### src/rtl/frame_parity_unit_if.sv
// Word-in / result-out bundle of the streaming frame parity unit.
// master = upstream word source and downstream result sink; slave = the parity unit.
interface frame_parity_unit_if #(
    parameter int DATA_W    = 8,
    parameter int MAX_WORDS = 16
);
    localparam int LEN_W = $clog2(MAX_WORDS + 1);

    // Both channels are valid/ready: a beat moves on a rising edge where valid and
    // ready are both high; valid and its payload stay put until that edge.
    logic              odd_mode;
    logic              chk_mode;
    logic              in_valid;
    logic              in_ready;
    logic [DATA_W-1:0] in_data;
    logic              in_last;
    logic              in_par;
    logic              out_valid;
    logic              out_ready;
    logic              out_par;
    logic              out_err;
    logic [LEN_W-1:0]  out_len;
    logic              out_ovf;

    modport master (
        output odd_mode, chk_mode, in_valid, in_data, in_last, in_par, out_ready,
        input  in_ready, out_valid, out_par, out_err, out_len, out_ovf
    );

    modport slave (
        input  odd_mode, chk_mode, in_valid, in_data, in_last, in_par, out_ready,
        output in_ready, out_valid, out_par, out_err, out_len, out_ovf
    );
endinterface

### src/rtl/frame_parity_unit.sv
// Streaming even/odd parity generator/checker over multi-word frames.
// One result per frame, held in registers until the downstream takes it.
module frame_parity_unit #(
    parameter int DATA_W    = 8,
    parameter int MAX_WORDS = 16
) (
    input  logic                  clk,
    input  logic                  rst_n,
    frame_parity_unit_if.slave    bus,
    output logic [1:0]            dbg_state
);
    localparam int LEN_W = $clog2(MAX_WORDS + 1);

    typedef enum logic [1:0] {
        S_IDLE  = 2'd0,
        S_ACCUM = 2'd1,
        S_HOLD  = 2'd2
    } state_t;

    state_t             state_q, state_d;
    logic               acc_q, acc_d;
    logic [LEN_W-1:0]   cnt_q, cnt_d;
    logic               odd_q, odd_d;
    logic               chk_q, chk_d;
    logic               out_valid_q, out_valid_d;
    logic               out_par_q, out_par_d;
    logic               out_err_q, out_err_d;
    logic [LEN_W-1:0]   out_len_q, out_len_d;
    logic               out_ovf_q, out_ovf_d;

    logic               in_ready;
    logic               first_word;
    logic               word_fire;
    logic               odd_eff;
    logic               chk_eff;
    logic               acc_n;
    logic [LEN_W-1:0]   cnt_n;
    logic               closing;
    logic               par_n;

    assign in_ready = (state_q != S_HOLD);

    always_comb begin
        state_d     = state_q;
        acc_d       = acc_q;
        cnt_d       = cnt_q;
        odd_d       = odd_q;
        chk_d       = chk_q;
        out_valid_d = out_valid_q;
        out_par_d   = out_par_q;
        out_err_d   = out_err_q;
        out_len_d   = out_len_q;
        out_ovf_d   = out_ovf_q;

        // The first word of a frame supplies the modes and restarts the running sums.
        first_word = (state_q == S_IDLE);
        word_fire  = bus.in_valid & in_ready;
        odd_eff    = first_word ? bus.odd_mode : odd_q;
        chk_eff    = first_word ? bus.chk_mode : chk_q;
        acc_n      = (first_word ? 1'b0 : acc_q) ^ (^bus.in_data);
        cnt_n      = (first_word ? '0 : cnt_q) + LEN_W'(1);
        closing    = bus.in_last | (cnt_n == LEN_W'(MAX_WORDS));
        par_n      = acc_n ^ odd_eff;

        case (state_q)
            S_IDLE, S_ACCUM: begin
                if (word_fire) begin
                    acc_d = acc_n;
                    cnt_d = cnt_n;
                    odd_d = odd_eff;
                    chk_d = chk_eff;
                    if (closing) begin
                        state_d     = S_HOLD;
                        out_valid_d = 1'b1;
                        out_par_d   = par_n;
                        out_ovf_d   = ~bus.in_last;
                        // A force-closed frame has no closing parity bit to compare against.
                        out_err_d   = chk_eff & bus.in_last & (par_n != bus.in_par);
                        out_len_d   = cnt_n;
                    end else begin
                        state_d = S_ACCUM;
                    end
                end
            end
            S_HOLD: begin
                if (bus.out_ready) begin
                    state_d     = S_IDLE;
                    out_valid_d = 1'b0;
                end
            end
            default: state_d = S_IDLE;
        endcase
    end

    always_ff @(posedge clk or negedge rst_n) begin
        if (!rst_n) begin
            state_q     <= S_IDLE;
            acc_q       <= 1'b0;
            cnt_q       <= '0;
            odd_q       <= 1'b0;
            chk_q       <= 1'b0;
            out_valid_q <= 1'b0;
            out_par_q   <= 1'b0;
            out_err_q   <= 1'b0;
            out_len_q   <= '0;
            out_ovf_q   <= 1'b0;
        end else begin
            state_q     <= state_d;
            acc_q       <= acc_d;
            cnt_q       <= cnt_d;
            odd_q       <= odd_d;
            chk_q       <= chk_d;
            out_valid_q <= out_valid_d;
            out_par_q   <= out_par_d;
            out_err_q   <= out_err_d;
            out_len_q   <= out_len_d;
            out_ovf_q   <= out_ovf_d;
        end
    end

    assign bus.in_ready  = in_ready;
    assign bus.out_valid = out_valid_q;
    assign bus.out_par   = out_par_q;
    assign bus.out_err   = out_err_q;
    assign bus.out_len   = out_len_q;
    assign bus.out_ovf   = out_ovf_q;
    assign dbg_state     = state_q;
endmodule
### src/flat_wrapper.sv
// flat-port wrapper written by rule: the top's interface ports become plain ports
module frame_parity_unit_flat 
#(
    parameter int DATA_W    = 8,
    parameter int MAX_WORDS = 16
)
  (clk, rst_n, dbg_state, bus_odd_mode, bus_chk_mode, bus_in_valid, bus_in_data, bus_in_last, bus_in_par, bus_out_ready, bus_in_ready, bus_out_valid, bus_out_par, bus_out_err, bus_out_len, bus_out_ovf);
  frame_parity_unit_if #(.DATA_W(DATA_W), .MAX_WORDS(MAX_WORDS)) bus_i ();
  input  logic clk;
  input  logic rst_n;
  output logic [1:0] dbg_state;
  input wire logic [$bits(bus_i.odd_mode)-1:0] bus_odd_mode;
  input wire logic [$bits(bus_i.chk_mode)-1:0] bus_chk_mode;
  input wire logic [$bits(bus_i.in_valid)-1:0] bus_in_valid;
  input wire logic [$bits(bus_i.in_data)-1:0] bus_in_data;
  input wire logic [$bits(bus_i.in_last)-1:0] bus_in_last;
  input wire logic [$bits(bus_i.in_par)-1:0] bus_in_par;
  input wire logic [$bits(bus_i.out_ready)-1:0] bus_out_ready;
  output wire logic [$bits(bus_i.in_ready)-1:0] bus_in_ready;
  output wire logic [$bits(bus_i.out_valid)-1:0] bus_out_valid;
  output wire logic [$bits(bus_i.out_par)-1:0] bus_out_par;
  output wire logic [$bits(bus_i.out_err)-1:0] bus_out_err;
  output wire logic [$bits(bus_i.out_len)-1:0] bus_out_len;
  output wire logic [$bits(bus_i.out_ovf)-1:0] bus_out_ovf;
  assign bus_i.odd_mode = bus_odd_mode;
  assign bus_i.chk_mode = bus_chk_mode;
  assign bus_i.in_valid = bus_in_valid;
  assign bus_i.in_data = bus_in_data;
  assign bus_i.in_last = bus_in_last;
  assign bus_i.in_par = bus_in_par;
  assign bus_i.out_ready = bus_out_ready;
  assign bus_in_ready = bus_i.in_ready;
  assign bus_out_valid = bus_i.out_valid;
  assign bus_out_par = bus_i.out_par;
  assign bus_out_err = bus_i.out_err;
  assign bus_out_len = bus_i.out_len;
  assign bus_out_ovf = bus_i.out_ovf;
  frame_parity_unit #(.DATA_W(DATA_W), .MAX_WORDS(MAX_WORDS)) u_core (.clk(clk), .rst_n(rst_n), .bus(bus_i), .dbg_state(dbg_state));
endmodule
### config.mk
export PLATFORM = sky130hd
export DESIGN_NAME = frame_parity_unit_flat
export DESIGN_NICKNAME = d
export VERILOG_FILES = /design/src/rtl/frame_parity_unit_if.sv /design/src/rtl/frame_parity_unit.sv /design/src/flat_wrapper.sv
export SDC_FILE = /design/constraint.sdc
export NUM_CORES = 1
export LEC_CHECK = 0
export CELL_PAD_IN_SITES_DETAIL_PLACEMENT = 0
export CELL_PAD_IN_SITES_GLOBAL_PLACEMENT = 1
export CORE_ASPECT_RATIO = 1.1
export CORE_MARGIN = 2
export CORE_UTILIZATION = 39
export DETAILED_ROUTE_END_ITERATION = 12
export PLACE_DENSITY_LB_ADDON = 0.1
export SYNTH_ARGS = -nofsm -noshare
export SYNTH_HDL_FRONTEND = slang
export SYNTH_SLANG_ARGS = --single-unit
### constraint.sdc
create_clock -name clk -period 6.5 [get_ports clk]
set_input_delay 0.65 -clock clk [delete_from_list [all_inputs] [get_ports clk]]
set_output_delay 0.65 -clock clk [all_outputs]
set_load 0.02 [all_outputs]
==> reports/qor.yml <==
sta:
  setup_total_negative_slack_ns: 0
  period_minus_slack_ns: 2.53
  max-slew-margin-rel_pct: 43.1
  rsz_0062_raised_after_global_routing: "false"
  hold_viol_final: 0
  timing.final.max_slew_violations: 0
  max_clock_freq_mhz: 396
  setup_violations: 0
  finalClockSkew_ns: 0.00304
  tightest_slew_ns: 0.851
  period_share_pct: 38.9
clock_network:
  clock_root_buffer: "sky130_fd_sc_hd__clkbuf_4"
  cts_post_setup_buffers_inserted: 0
  cts.clk_slew.worst_paths_ns: 0.11
  h-tree-depth: 1
  post_cts.resized_instances: 0
  tritoncts.num_buffers: 3
  cts_tree: "done"
  clock_sinks: 19
  clk_path_buf_depth: 2
  post_cts_hold_fix_bufs: 0
  insertion_delay_ns: 0.29
worst_setup_path:
  start_kind: "register"
  cp-startpoint: "u_core.dbg_state[1]"
  max_fanout_on_critical_path: 10
  cp-end-kind: "register"
  setup.reg_to_reg.worst_slack_ns: 3.97
  critical_path_start_end_classification: "register to register"
  critical_path_arrival_ns: 2.72
  reg2reg_from: "u_core.dbg_state[1]"
  timing.rr.end: "u_core.bus.out_len[3]"
  reg2reg_depth: 7
  crit_required_ns: 6.69
synth:
  mappedNetlistArea_mm2: 0.00105
  synth.net_count: 118
  synth_top_family_by_area: "compound AO/OA/AOI/OAI gates"
  synth_xor_area_share_pct: 13.7
  synth_adder_area_share_pct: 2.38
  ys_ff_latch: 19
  yosysWarningCount: 0
  ys_seq_area_share_pct: 45.3
  synth.mux.area_fraction_pct: 8.34
  share_of_synthesized_cell_area_in_and_or_nand_and_nor_gates_pct: 12.5
  synth_compound_gate_area_share_pct: 14.4
  avgSynthCellArea_um2: 10.5
  distinct_cells_synth: 34
  netlist_instances: 100
grt:
  maximum_number_of_pins_on_one_net_before_global_route_repair: 20
  grtUsageTotal_pct: 15.7
  globalRoute.totalOverflow: 0
  grt_pass1_wl_um: 3570
  antenna_violations_before_repair: 0
  first_global_vias: 806
drt:
  drt-initial-drc-count: 10
  vias_per_cell: 4.94
  drt_drc_violations_left: 0
  postRouteAntennaNets: 0
  total_vias_in_the_final_route: 790
  postRouteWirelength_um: 2030
  wl_per_cell_um: 12.7
  drt_pass1_iterations: 4
placed_design:
  dp_hpwl_um: 1540
  gp_congestion: 0.822
  number_of_i_o_port_buffers: 27
floorplan:
  start_util_pct: 41.7
  core_area_mm2: 0.00252
  floorplan.die.height_um: 58.4
  floorplan.io_pins: 28
  die-area_mm2: 0.00312
  fp-row-count: 19
  die_width_um: 53.5
finish:
  fillerInstances: 244
  syn_to_final_growth_pct: 31.1
  layout.core_utilization_pct: 54.6
  n_antenna_cell: 0
  drive_gt1_share_pct: 10.9
  fin_nets: 148
flow_run:
  drv_cap: 0
pwr:
  ir_worst_vdd_mv: 0.193
  power.density_mw_per_mm2: 285
  power.leakage_nw: 0.594
outcome:
  run_status: "complete, no violations"
hold_path:
  whs_endpoint: "u_core.bus.out_ovf"
  worstHoldPathType: "register to register"
  timing.hold.worst.start: "u_core.bus.out_ovf"
  hold_depth: 1
-- layout make-up --
| type | count | area (um^2) | share of cell area, % |
|---|---|---|---|
| inverter | 7 | 26.3 | 1.91 |
| tap | 31 | 38.8 | 2.82 |
| multi-input combinational | 72 | 539 | 39.2 |
| clock buffer | 4 | 26.3 | 1.91 |
| timing repair buffer | 27 | 270 | 19.6 |
| sequential | 19 | 475 | 34.5 |
-- per-layer routing --
| metal | vias up | share of wire (%) | global-route usage (%) | wire, um |
|---|---|---|---|---|
| met3 | 4 | 5.4 | 3.81 | 110 |
| li1 | 398 | - | - | - |
| met5 | - | 0 | 0 | 0 |
| met4 | 0 | 1.2 | 6.96 | 25 |
| met2 | 22 | 44 | 22.6 | 898 |
| met1 | 366 | 49 | 22.2 | 995 |
-- report_power, final --
group,switching (mW),total [mW],internal [mW]
combinational,0.0763,0.163,0.0864
sequential,0.0220,0.170,0.148
clock,0.0358,0.0597,0.0239
-- kinds of logic (layout without fill, tap and decap cells) --
logic type	count (synthesis)	after routing
AND/OR/NAND/NOR	27	27
AO/OA/AOI/OAI	21	21
flip-flops	19	19
XOR/XNOR	14	14
buffers and inverters	9	38
multiplexers	8	8
adder cells (fa/ha/maj)	2	2
-- registers in the layout, indices dropped and copies added, names as in the netlist --
| name | count |
|---|---|
| u_core.acc_q | 1 |
| u_core.bus.out_err | 1 |
| u_core.bus.out_len | 5 |
| u_core.bus.out_ovf | 1 |
| u_core.bus.out_par | 1 |
| u_core.bus.out_valid | 1 |
| u_core.chk_q | 1 |
| u_core.cnt_q | 5 |
| u_core.dbg_state | 2 |
| u_core.odd_q | 1 |
-- Yosys cell counts --
cell | n | share of area [%]
sky130_fd_sc_hd__nand2b_1 | 1 | 0.60
sky130_fd_sc_hd__buf_2 | 1 | 0.48
sky130_fd_sc_hd__xnor2_2 | 1 | 1.5
sky130_fd_sc_hd__and3_1 | 1 | 0.60
sky130_fd_sc_hd__o22ai_1 | 1 | 0.60
sky130_fd_sc_hd__o31ai_1 | 2 | 1.4
sky130_fd_sc_hd__o21ai_0 | 8 | 3.8
sky130_fd_sc_hd__mux2i_1 | 2 | 1.9
sky130_fd_sc_hd__o21ai_4 | 1 | 1.5
sky130_fd_sc_hd__o221ai_2 | 1 | 1.4
sky130_fd_sc_hd__nor3b_1 | 1 | 0.72
sky130_fd_sc_hd__nand3_1 | 2 | 0.95
sky130_fd_sc_hd__o211ai_1 | 1 | 0.72
sky130_fd_sc_hd__xnor2_1 | 8 | 6.7
sky130_fd_sc_hd__a21oi_1 | 2 | 0.95
sky130_fd_sc_hd__xnor3_1 | 1 | 2.1
sky130_fd_sc_hd__a22o_1 | 1 | 0.83
sky130_fd_sc_hd__o21bai_1 | 1 | 0.72
sky130_fd_sc_hd__or2_2 | 1 | 0.60
sky130_fd_sc_hd__nor2_2 | 1 | 0.60
sky130_fd_sc_hd__nor2b_1 | 3 | 1.8
sky130_fd_sc_hd__inv_1 | 7 | 2.5
sky130_fd_sc_hd__o2bb2ai_1 | 1 | 0.83
sky130_fd_sc_hd__clkbuf_1 | 1 | 0.36
sky130_fd_sc_hd__nand2_1 | 10 | 3.6
sky130_fd_sc_hd__and2b_1 | 1 | 0.72
sky130_fd_sc_hd__xor2_1 | 4 | 3.3
sky130_fd_sc_hd__o21a_1 | 1 | 0.72
sky130_fd_sc_hd__ha_1 | 2 | 2.4
sky130_fd_sc_hd__or3_1 | 1 | 0.60
sky130_fd_sc_hd__nor2_1 | 5 | 1.8
sky130_fd_sc_hd__dfrtp_1 | 19 | 45
sky130_fd_sc_hd__mux2_2 | 6 | 6.4
sky130_fd_sc_hd__a2bb2oi_1 | 1 | 0.83
-- cells in the final DEF (no fill, tap or decap), types with 2 or more instances in the layout --
| cell | synthesis | routed |
|---|---|---|
| sky130_fd_sc_hd__xor2_1 | 4 | 4 |
| sky130_fd_sc_hd__nor2b_1 | 3 | 3 |
| sky130_fd_sc_hd__o31ai_1 | 2 | 2 |
| sky130_fd_sc_hd__mux2_2 | 6 | 6 |
| sky130_fd_sc_hd__nor2_1 | 5 | 5 |
| sky130_fd_sc_hd__nand3_1 | 2 | 2 |
| sky130_fd_sc_hd__o21ai_0 | 8 | 8 |
| sky130_fd_sc_hd__xnor2_1 | 8 | 8 |
| sky130_fd_sc_hd__a21oi_1 | 2 | 2 |
| sky130_fd_sc_hd__nand2_1 | 10 | 10 |
| sky130_fd_sc_hd__ha_1 | 2 | 2 |
| sky130_fd_sc_hd__mux2i_1 | 2 | 2 |
| sky130_fd_sc_hd__dfrtp_1 | 19 | 19 |
| sky130_fd_sc_hd__clkdlybuf4s50_1 | 0 | 27 |
| sky130_fd_sc_hd__inv_1 | 7 | 7 |
| sky130_fd_sc_hd__clkbuf_4 | 0 | 3 |
-- how the worst max path moves through the flow --
stage	endpoint
CTS	u_core.bus.out_len[3]
finish	u_core.bus.out_len[3]
global route	u_core.bus.out_len[1]
detailed placement	u_core.bus.out_len[3]
global placement	u_core.bus.out_len[4]
floorplan	u_core.bus.out_len[1]
-- per-stage QoR --
| stage | hold WS (ns) | instances | setup WS (ns) | total power [mW] | area, um^2 |
|---|---|---|---|---|---|
| finish | 0.501 | 160 | 3.97 | 0.392 | 1380 |
| global route | 0.530 | 160 | 3.76 | 0.425 | 1380 |
| CTS | 0.511 | 160 | 3.97 | 0.399 | 1380 |
| detailed placement | 0.486 | 156 | 3.91 | 0.336 | 1350 |
| global placement | 0.480 | 156 | 3.93 | 0.336 | 1350 |
| floorplan | 0.354 | 100 | 4.14 | 0.272 | 1050 |
-- critical path, stage by stage, from the launching register on --
cell                       delay (ns)
sky130_fd_sc_hd__dfrtp_1         0.47
sky130_fd_sc_hd__nor2_2          0.38
sky130_fd_sc_hd__nor2b_1         0.15
sky130_fd_sc_hd__ha_1            0.26
sky130_fd_sc_hd__nor3b_1         0.26
sky130_fd_sc_hd__o221ai_2        0.18
sky130_fd_sc_hd__o21ai_4         0.34
sky130_fd_sc_hd__mux2_2          0.38
Note: power is estimated with default switching activity, not from simulation.
